File: src/rtl/phase_diff_pkg.sv
// phase_diff_pkg: shared widths, FSM state type and the channel-pair table
// for the pairwise phase-difference engine.
package phase_diff_pkg;

  localparam int PHASE_W   = 16;
  localparam int NUM_CH    = 4;
  localparam int NUM_PAIRS = 6;
  localparam int K_W       = 3;   // pair index width, covers 0..5
  localparam int CH_W      = 2;   // channel index width, covers 0..3

  typedef enum logic [1:0] {
    IDLE,
    CALC,
    UPDATE
  } state_e;

  // Pair k computes phase[PAIR_A[k]] - phase[PAIR_B[k]] (0-based channels):
  //   A = {0,0,0,1,1,2}, B = {1,2,3,2,3,3}
  function automatic logic [CH_W-1:0] pair_a(input logic [K_W-1:0] k);
    case (k)
      3'd0, 3'd1, 3'd2: pair_a = 2'd0;
      3'd3, 3'd4:       pair_a = 2'd1;
      3'd5:             pair_a = 2'd2;
      default:          pair_a = 2'd0;
    endcase
  endfunction

  function automatic logic [CH_W-1:0] pair_b(input logic [K_W-1:0] k);
    case (k)
      3'd0:             pair_b = 2'd1;
      3'd1, 3'd3:       pair_b = 2'd2;
      3'd2, 3'd4, 3'd5: pair_b = 2'd3;
      default:          pair_b = 2'd1;
    endcase
  endfunction

endpackage

File: src/rtl/phase_wrap_sub.sv
// phase_wrap_sub: combinational wrapped phase difference y = a - b.
// The difference is formed at PHASE_W+1 bits and truncated back to PHASE_W,
// which is a modulo-2*pi wrap into [-pi, pi) with no saturation.
// Ports:
//   a_i  PHASE_W signed minuend phase
//   b_i  PHASE_W signed subtrahend phase
//   y_o  PHASE_W signed wrapped difference
module phase_wrap_sub
  import phase_diff_pkg::*;
(
  input  logic signed [PHASE_W-1:0] a_i,
  input  logic signed [PHASE_W-1:0] b_i,
  output logic signed [PHASE_W-1:0] y_o
);

  logic signed [PHASE_W:0] diff_full;

  assign diff_full = {a_i[PHASE_W-1], a_i} - {b_i[PHASE_W-1], b_i};

  // Dropping the top bit is the wrap; the sign of the result is bit PHASE_W-1.
  assign y_o = diff_full[PHASE_W-1:0];

  // Top bit is intentionally discarded; fold it in so nothing is left dangling.
  logic unused_msb;
  assign unused_msb = diff_full[PHASE_W];

endmodule

File: src/rtl/phase_diff.sv
// phase_diff: six wrapped inter-channel phase differences for a
// four-hydrophone array, using one shared subtractor over six cycles.
// A strobe latches the four phases, CALC walks pairs 0..5 into a shadow
// bank, UPDATE copies the bank to the outputs in one edge (strobe at E,
// outputs change at E+7). Strobes while busy are dropped.
// Ports:
//   clock           rising-edge clock
//   reset           synchronous active-high reset
//   enable          single-cycle start strobe, phases sampled on same edge
//   phase1..phase4  16-bit signed per-channel phase (32768 = pi)
//   angle1..angle6  16-bit signed registered differences:
//                   p1-p2, p1-p3, p1-p4, p2-p3, p2-p4, p3-p4
module phase_diff
  import phase_diff_pkg::*;
(
  input  logic                      clock,
  input  logic                      reset,
  input  logic                      enable,
  input  logic signed [PHASE_W-1:0] phase1,
  input  logic signed [PHASE_W-1:0] phase2,
  input  logic signed [PHASE_W-1:0] phase3,
  input  logic signed [PHASE_W-1:0] phase4,
  output logic signed [PHASE_W-1:0] angle1,
  output logic signed [PHASE_W-1:0] angle2,
  output logic signed [PHASE_W-1:0] angle3,
  output logic signed [PHASE_W-1:0] angle4,
  output logic signed [PHASE_W-1:0] angle5,
  output logic signed [PHASE_W-1:0] angle6
);

  state_e                                state_q, state_d;
  logic [K_W-1:0]                        k_q, k_d;
  logic [NUM_CH-1:0][PHASE_W-1:0]        cap_q;
  logic [NUM_PAIRS-1:0][PHASE_W-1:0]     shadow_q;
  logic [NUM_PAIRS-1:0][PHASE_W-1:0]     angle_q;

  logic cap_en, calc_en, pub_en;
  logic signed [PHASE_W-1:0] sub_a, sub_b, sub_y;

  // Operand select for the shared subtractor from the pair table.
  assign sub_a = cap_q[pair_a(k_q)];
  assign sub_b = cap_q[pair_b(k_q)];

  phase_wrap_sub u_sub (
    .a_i (sub_a),
    .b_i (sub_b),
    .y_o (sub_y)
  );

  always_comb begin
    state_d = state_q;
    k_d     = k_q;
    cap_en  = 1'b0;
    calc_en = 1'b0;
    pub_en  = 1'b0;
    case (state_q)
      IDLE: begin
        if (enable) begin
          cap_en  = 1'b1;
          k_d     = '0;
          state_d = CALC;
        end
      end
      CALC: begin
        calc_en = 1'b1;
        if (k_q == K_W'(NUM_PAIRS - 1)) begin
          k_d     = '0;
          state_d = UPDATE;
        end else begin
          k_d = k_q + 1'b1;
        end
      end
      UPDATE: begin
        pub_en  = 1'b1;
        state_d = IDLE;
      end
      default: begin
        k_d     = '0;
        state_d = IDLE;
      end
    endcase
  end

  always_ff @(posedge clock) begin
    if (reset) begin
      state_q  <= IDLE;
      k_q      <= '0;
      cap_q    <= '0;
      shadow_q <= '0;
      angle_q  <= '0;
    end else begin
      state_q <= state_d;
      k_q     <= k_d;
      if (cap_en)  cap_q          <= {phase4, phase3, phase2, phase1};
      if (calc_en) shadow_q[k_q]  <= sub_y;
      if (pub_en)  angle_q        <= shadow_q;
    end
  end

  assign angle1 = angle_q[0];
  assign angle2 = angle_q[1];
  assign angle3 = angle_q[2];
  assign angle4 = angle_q[3];
  assign angle5 = angle_q[4];
  assign angle6 = angle_q[5];

endmodule

File: config.mk
export PLATFORM = sky130hd
export DESIGN_NAME = phase_diff
export DESIGN_NICKNAME = d
export VERILOG_FILES = /design/src/rtl/phase_diff_pkg.sv /design/src/rtl/phase_wrap_sub.sv /design/src/rtl/phase_diff.sv
export SDC_FILE = /design/constraint.sdc
export NUM_CORES = 1
export LEC_CHECK = 0
export CAP_MARGIN = 20
export CORE_UTILIZATION = 30
export DETAILED_ROUTE_END_ITERATION = 16
export SYNTH_ARGS = -nofsm -noshare
export SYNTH_HDL_FRONTEND = slang
export SYNTH_SLANG_ARGS = --single-unit
File: constraint.sdc
create_clock -name clock -period 3.5 [get_ports clock]
set_clock_uncertainty 0.15 [all_clocks]
set_input_delay 0.7 -clock clock [delete_from_list [all_inputs] [get_ports clock]]
set_output_delay 0.7 -clock clock [all_outputs]
set_load 0.1 [all_outputs]
**After elaboration in Yosys (flattened, before gate mapping)**

Cells that the tools add are included.

- Output and inout port bits: 96
- Register bits: 261
- Bits of input ports: 67

- Magnitude comparators: 4
- Reductions and logical operators: 7
- Mux-type cells: 19
- $add $sub $neg: 2
- Bitwise logic cells: 1
- Equality and inequality tests: 9

Operators by type and width:

| cell | number |
|---|---|
| $bwmux W96 | 1 |
| $bmux W16 S2 | 2 |
| $demux W16 S3 | 1 |
| $mux W16 | 3 |
| $sub A16 B16 Y16 | 1 |
| $pmux W2 S2 | 3 |
| $pmux W3 S3 | 1 |
| $eq A3 B2 Y1 const B | 2 |
| $eq A3 B3 Y1 const B | 2 |
| $lt A2 B3 Y1 const B | 2 |
| $mux W3 | 2 |
| $lt A3 B4 Y1 const B | 1 |
| $mux W1 | 4 |
| $mux W2 | 2 |
| $ne A2 B2 Y1 const B | 2 |
| $reduce_and A2 Y1 | 2 |
| $reduce_or A2 Y1 | 2 |
| $add A3 B1 Y3 const B | 1 |
| $eq A3 B1 Y1 const B | 1 |
| $ge A3 B1 Y1 const B | 1 |
| $reduce_or A3 Y1 | 1 |
| $eq A2 B1 Y1 const B | 1 |
| $eq A2 B2 Y1 const B | 1 |
| $logic_not A2 Y1 | 1 |
| other kinds (2) | 2 |

**Depth between registers and ports, before layout**

- Depth in word-level cells: 7
- Gate-level depth with buffers: 18
- Gate-level depth less buffers: 16

**Modules after synthesis**

From an unflattened synthesis, not the netlist that was laid out.

- Cell total of the unflattened synthesis: 1311
- Area total of the unflattened synthesis: 11324.6 um2

By module, submodules not included:

| module | seq. area each (um2) | instances | area an instance (um2) | cells an instance |
|---|---|---|---|---|
| phase_diff | 5225.0 | 1 | 10343.7 | 1176 |
| phase_wrap_sub | 0.0 | 1 | 980.9 | 135 |

**Worst setup path after synthesis**

Ideal clock, no wire load.

- Path kind: register -> register
- Start point: register k_q[2]
- End point: register shadow_q[26] in the netlist's numbering
- Cell stages (with the launch flop): 19
- Path slack: -151 ps
- Path buffers: 3
- Arrival: 3368 ps
- Period minus slack after synthesis: 3651 ps
- Path through: dfxtp_1 -> clkbuf_8 -> buf_2 -> inv_1 -> ha_1 -> inv_1 -> o21ai_1 -> clkbuf_1 -> o22ai_1 -> nor2_1 -> ha_1 -> inv_1 -> fa_1 -> a21oi_1 -> o211ai_1 -> a21boi_0 -> o21bai_1 -> xnor2_1 -> o31ai_1

- Cells in the longest elaborated chain, start to end: 7
- Elaborated cells on any way between the ends: 21

RTL lines:

| item | RTL line | source |
|---|---|---|
| start: declaration | phase_diff.sv:32 | `logic [K_W-1:0] k_q, k_d;` |
| start signal: assignment | phase_diff.sv:93 | `k_q <= k_d;` |
| $eq A3 B3 Y1 (tied with other cells) | phase_diff_pkg.sv:20, phase_diff_pkg.sv:29 |  |
| $reduce_or A3 Y1 (tied with other cells) | phase_diff_pkg.sv:29 | `case (k)` |
| $pmux W2 S2 (on tied branches) | phase_diff_pkg.sv:29, phase_diff_pkg.sv:20 |  |
| $bmux W16 S2 (on tied branches) | phase_diff.sv:42, phase_diff.sv:41 |  |
| $mux W16 (on tied branches) | phase_diff.sv:42, phase_diff.sv:41 |  |
| $sub A16 B16 Y16 | phase_wrap_sub.sv:18 | `assign diff_full = {a_i[PHASE_W-1], a_i} - {b_i[PHASE_W-1], b_i};` |
| $bwmux W96 * | phase_diff.sv:95 | `if (calc_en) shadow_q[k_q] <= sub_y;` |
| end signal: indexed assignment | phase_diff.sv:95 |  |
| end: declaration | phase_diff.sv:34 | `logic [NUM_PAIRS-1:0][PHASE_W-1:0] shadow_q;` |

Mark *: on every way between the ends. The rest lies on a longest branch, timed or not. The select of a mux whose other input is x is not followed.
A chain may end at the register's enable or synchronous reset.

**Worst setup path in the final report**

- Start point: register k_q[2]
- End point: register shadow_q[76] in the netlist's numbering

The elaborated chain is that of the path after synthesis.

==> results.py <==
metrics = {
    "detailed_routing": {
        "drc": 1,
        "via_per_inst": 4.79,
        "dr.pass1.iters": 11,
        "ant_nets": 0,
        "drt_wl_total_um": 31500,
        "vias": 9573,
        "drtIter0Drc": 629,
        "wire_per_inst_um": 15.8,
    },
    "synthesis": {
        "ys_top_cells_by_count": "nand2_1, dfxtp_1, a21oi_1, clkbuf_1, nor2_1",
        "synth_top_area_cell": "dfxtp_1",
        "ys_ff_latch": 261,
        "syn-mean-instance-area_um2": 7.78,
        "synth_xor_area_share_pct": 1.07,
        "synth_top_area_share_pct": 49.8,
        "synth-edff-count": 0,
        "yosysMostFrequentCell": "nand2_1",
        "ys_types": 62,
        "synthMuxAreaShare_pct": 0.239,
        "synth_area_leaders": "dfxtp_1, nand2_1, a21oi_1",
        "synthAdderAreaFrac_pct": 2.10,
        "yosysSeqAreaShare_pct": 49.8,
        "syn_area_mm2": 0.0105,
        "synthCells": 1348,
        "synth-compound-area-share_pct": 20.0,
        "synthFlopType": "dfxtp_1",
        "syn_nets": 1432,
        "synth_warnings": 0,
        "synth-simple-area-share_pct": 22.6,
        "synth_top_family_by_area": "simple AND/OR/NAND/NOR gates",
        "ys_async_sr_fraction_pct": 0,
    },
    "clock_network": {
        "clk_pin_slew_worst_paths_ns": 0.07,
        "numClockSinks": 261,
        "clkLatencyLatePin_ns": 0.57,
        "cts_hold_buf": 0,
        "tritoncts": "built",
        "cts_max_path_buffers": 3,
        "cts-root-buf": "clkbuf_16",
        "htree_levels": 1,
        "cts-buffers-inserted": 28,
    },
    "die": {
        "rows": 68,
        "initial_core_util_pct": 30.4,
        "fp.dieW_um": 189,
        "dieHeight_um": 189,
        "io_pins": 163,
        "die_area_mm2": 0.0357,
        "core-area_mm2": 0.0345,
    },
    "cells_and_area": {
        "final_cells": 2000,
        "diodes": 0,
        "stdcell_area_mm2": 0.0138,
        "nNetsFinal": 1608,
        "syn_to_final_growth_pct": 31.9,
        "drive_gt1_share_pct": 17.3,
    },
    "worst_setup_path": {
        "critical_path.startpoint": "k_q[2]$_SDFFE_PP0P_",
        "worstSetupStartpointType": "register",
        "ff2ff_setup_slack_ns": 0.16,
        "cp-end-kind": "register",
        "cp.required_ns": 3.78,
        "worstSetupPathType": "register to register",
        "path_max_fanout": 8,
        "reg2reg_from": "k_q[2]$_SDFFE_PP0P_",
        "ff2ff_path_depth": 15,
        "reg2reg_to": "shadow_q[76]$_SDFFE_PP0P_",
        "critPathArrivalTime_ns": 3.62,
    },
    "sta": {
        "setup_violations": 0,
        "post-route-min-period_ns": 3.34,
        "finalCritPeriodShare_pct": 95.4,
        "grt_setup_unrepaired": "yes",
        "relSlewSlack_pct": 31.2,
        "slew_viol_final": 0,
        "worstMarginPinSlew_ns": 1.03,
        "fmax_mhz": 299,
        "tns_ns": 0,
        "hold_viol_final": 0,
    },
    "pwr": {
        "p_leak_nw": 5.12,
        "power.density_mw_per_mm2": 536,
        "total_power_w": 0.00741,
        "max-vdd-ir-drop_mv": 0.391,
    },
    "place": {
        "place.gp.congestion": 0.836,
        "dp.cells": 1938,
        "io_buffer_count": 162,
        "dp_hpwl_um": 21800,
        "place_area_mm2": 0.0127,
    },
    "global_routing": {
        "overflow": 0,
        "antenna_found_initial": 0,
        "grt_pass1_wl_um": 50000,
        "grt_use_total_pct": 17.4,
        "grt_pass1_vias": 9088,
        "grt_max_degree": 97,
    },
    "min_path": {
        "hold_end": "angle5[2]$_SDFFE_PP0N_",
        "holdCritPathClass": "register to register",
        "worst_hold_startpoint": "shadow_q[66]$_SDFFE_PP0P_",
        "hold-path-cell-count": 2,
    },
    "job": {
        "cap_violations": 0,
    },
    "outcome": {
        "outcome": "finished, violations left",
        "violations": "design-rule violations",
    },
}
## final cells by class
type,count,area [um2]
clock buffer,43,837
clock inverter,8,100
fill,3540,20600
inverter,12,45.0
multi-input combinational,980,4970
sequential,261,5240
tap,455,569
timing repair buffer,241,2080
## worst max-delay path, cell delays in order, from the launching register on
cell and delay, ns:
dfxtp_4 0.37, buf_4 0.15, o21a_1 0.23, o21ai_4 0.23
buf_4 0.16, o22a_1 0.13, o21ai_1 0.07, ha_1 0.36
buf_4 0.14, a21oi_2 0.05, o211ai_1 0.26, buf_4 0.16
nand2_1 0.07, o31a_2 0.45, nand3_1 0.14, a21oi_1 0.06
## cell usage in the layout (no fill, tap or decap), types with 6 or more instances in the layout
master	instances
nand2_1	445
dfxtp_1	258
a21oi_1	232
buf_4	165
nor2_1	72
clkdlybuf4s50_1	65
a211oi_1	32
nand3_1	28
clkbuf_16	28
o21ai_0	20
o22a_1	14
ha_1	14
a31oi_1	13
inv_1	10
clkbuf_8	8
xnor2_1	7
a21oi_2	7
o31ai_1	7
clkbuf_1	7
nand3b_1	6
## through the flow
stage / hold WS (ns) / worst slack, ns / util, %
4_1_cts: 0.301 / 0.0329 / 39.6
2_1_floorplan: 0.282 / 0.0420 / -
5_1_grt: 0.309 / -0.0347 / 40.1
3_3_place_gp: 0.289 / -0.0153 / 36.7
6_report: 0.299 / 0.160 / 40.1
3_5_place_dp: 0.292 / -0.171 / 36.7
## timing repair
| item | 4_1_cts | 5_1_grt |
|---|---|---|
| setup buffers | 2 | 10 |
| pin swaps | 2 | 9 |
| hold endpoints to repair | 0 | 0 |
| setup endpoints to repair | 66 | 72 |
| gates resized for setup | 10 | 33 |
## per-layer routing
metal	routed length, um	global-route usage, %
met5	0	0
met4	633	4.19
met3	1620	2.84
met2	14500	28.5
met1	14800	23.9
## power by group
| group | total [W] | internal (W) | switching (W) |
|---|---|---|---|
| Combinational | 0.00135 | 0.000587 | 0.000764 |
| Sequential | 0.00311 | 0.00305 | 0.0000579 |
| Clock | 0.00296 | 0.00173 | 0.00123 |
## logic make-up after synthesis
group | after synthesis
adder cells (fa/ha/maj) | 17
XOR/XNOR | 12
flip-flops | 261
multiplexers | 2
AO/OA/AOI/OAI | 364
AND/OR/NAND/NOR | 585
buffers and inverters | 107
## registers in the layout, summed over array words and instances, names as in the netlist
| register | count |
|---|---|
| k_q | 3 |
| state_q | 2 |
| angle1 | 16 |
| angle2 | 16 |
| angle5 | 16 |
| angle4 | 16 |
| shadow_q | 96 |
| angle6 | 16 |
| cap_q | 64 |
| angle3 | 16 |
## worst max-delay path by stage
stage	end	slack [ns]	cells after the start
finish	shadow_q[76]$_SDFFE_PP0P_	0.16	15
global route	shadow_q[52]$_SDFFE_PP0P_	-0.03	17
CTS	shadow_q[75]$_SDFFE_PP0P_	0.03	14
detailed placement	shadow_q[47]$_SDFFE_PP0P_	-0.17	14
global placement	shadow_q[63]$_SDFFE_PP0P_	-0.02	15
floorplan	shadow_q[14]$_SDFFE_PP0P_	0.04	18
Note: power is estimated with default switching activity, not from simulation.
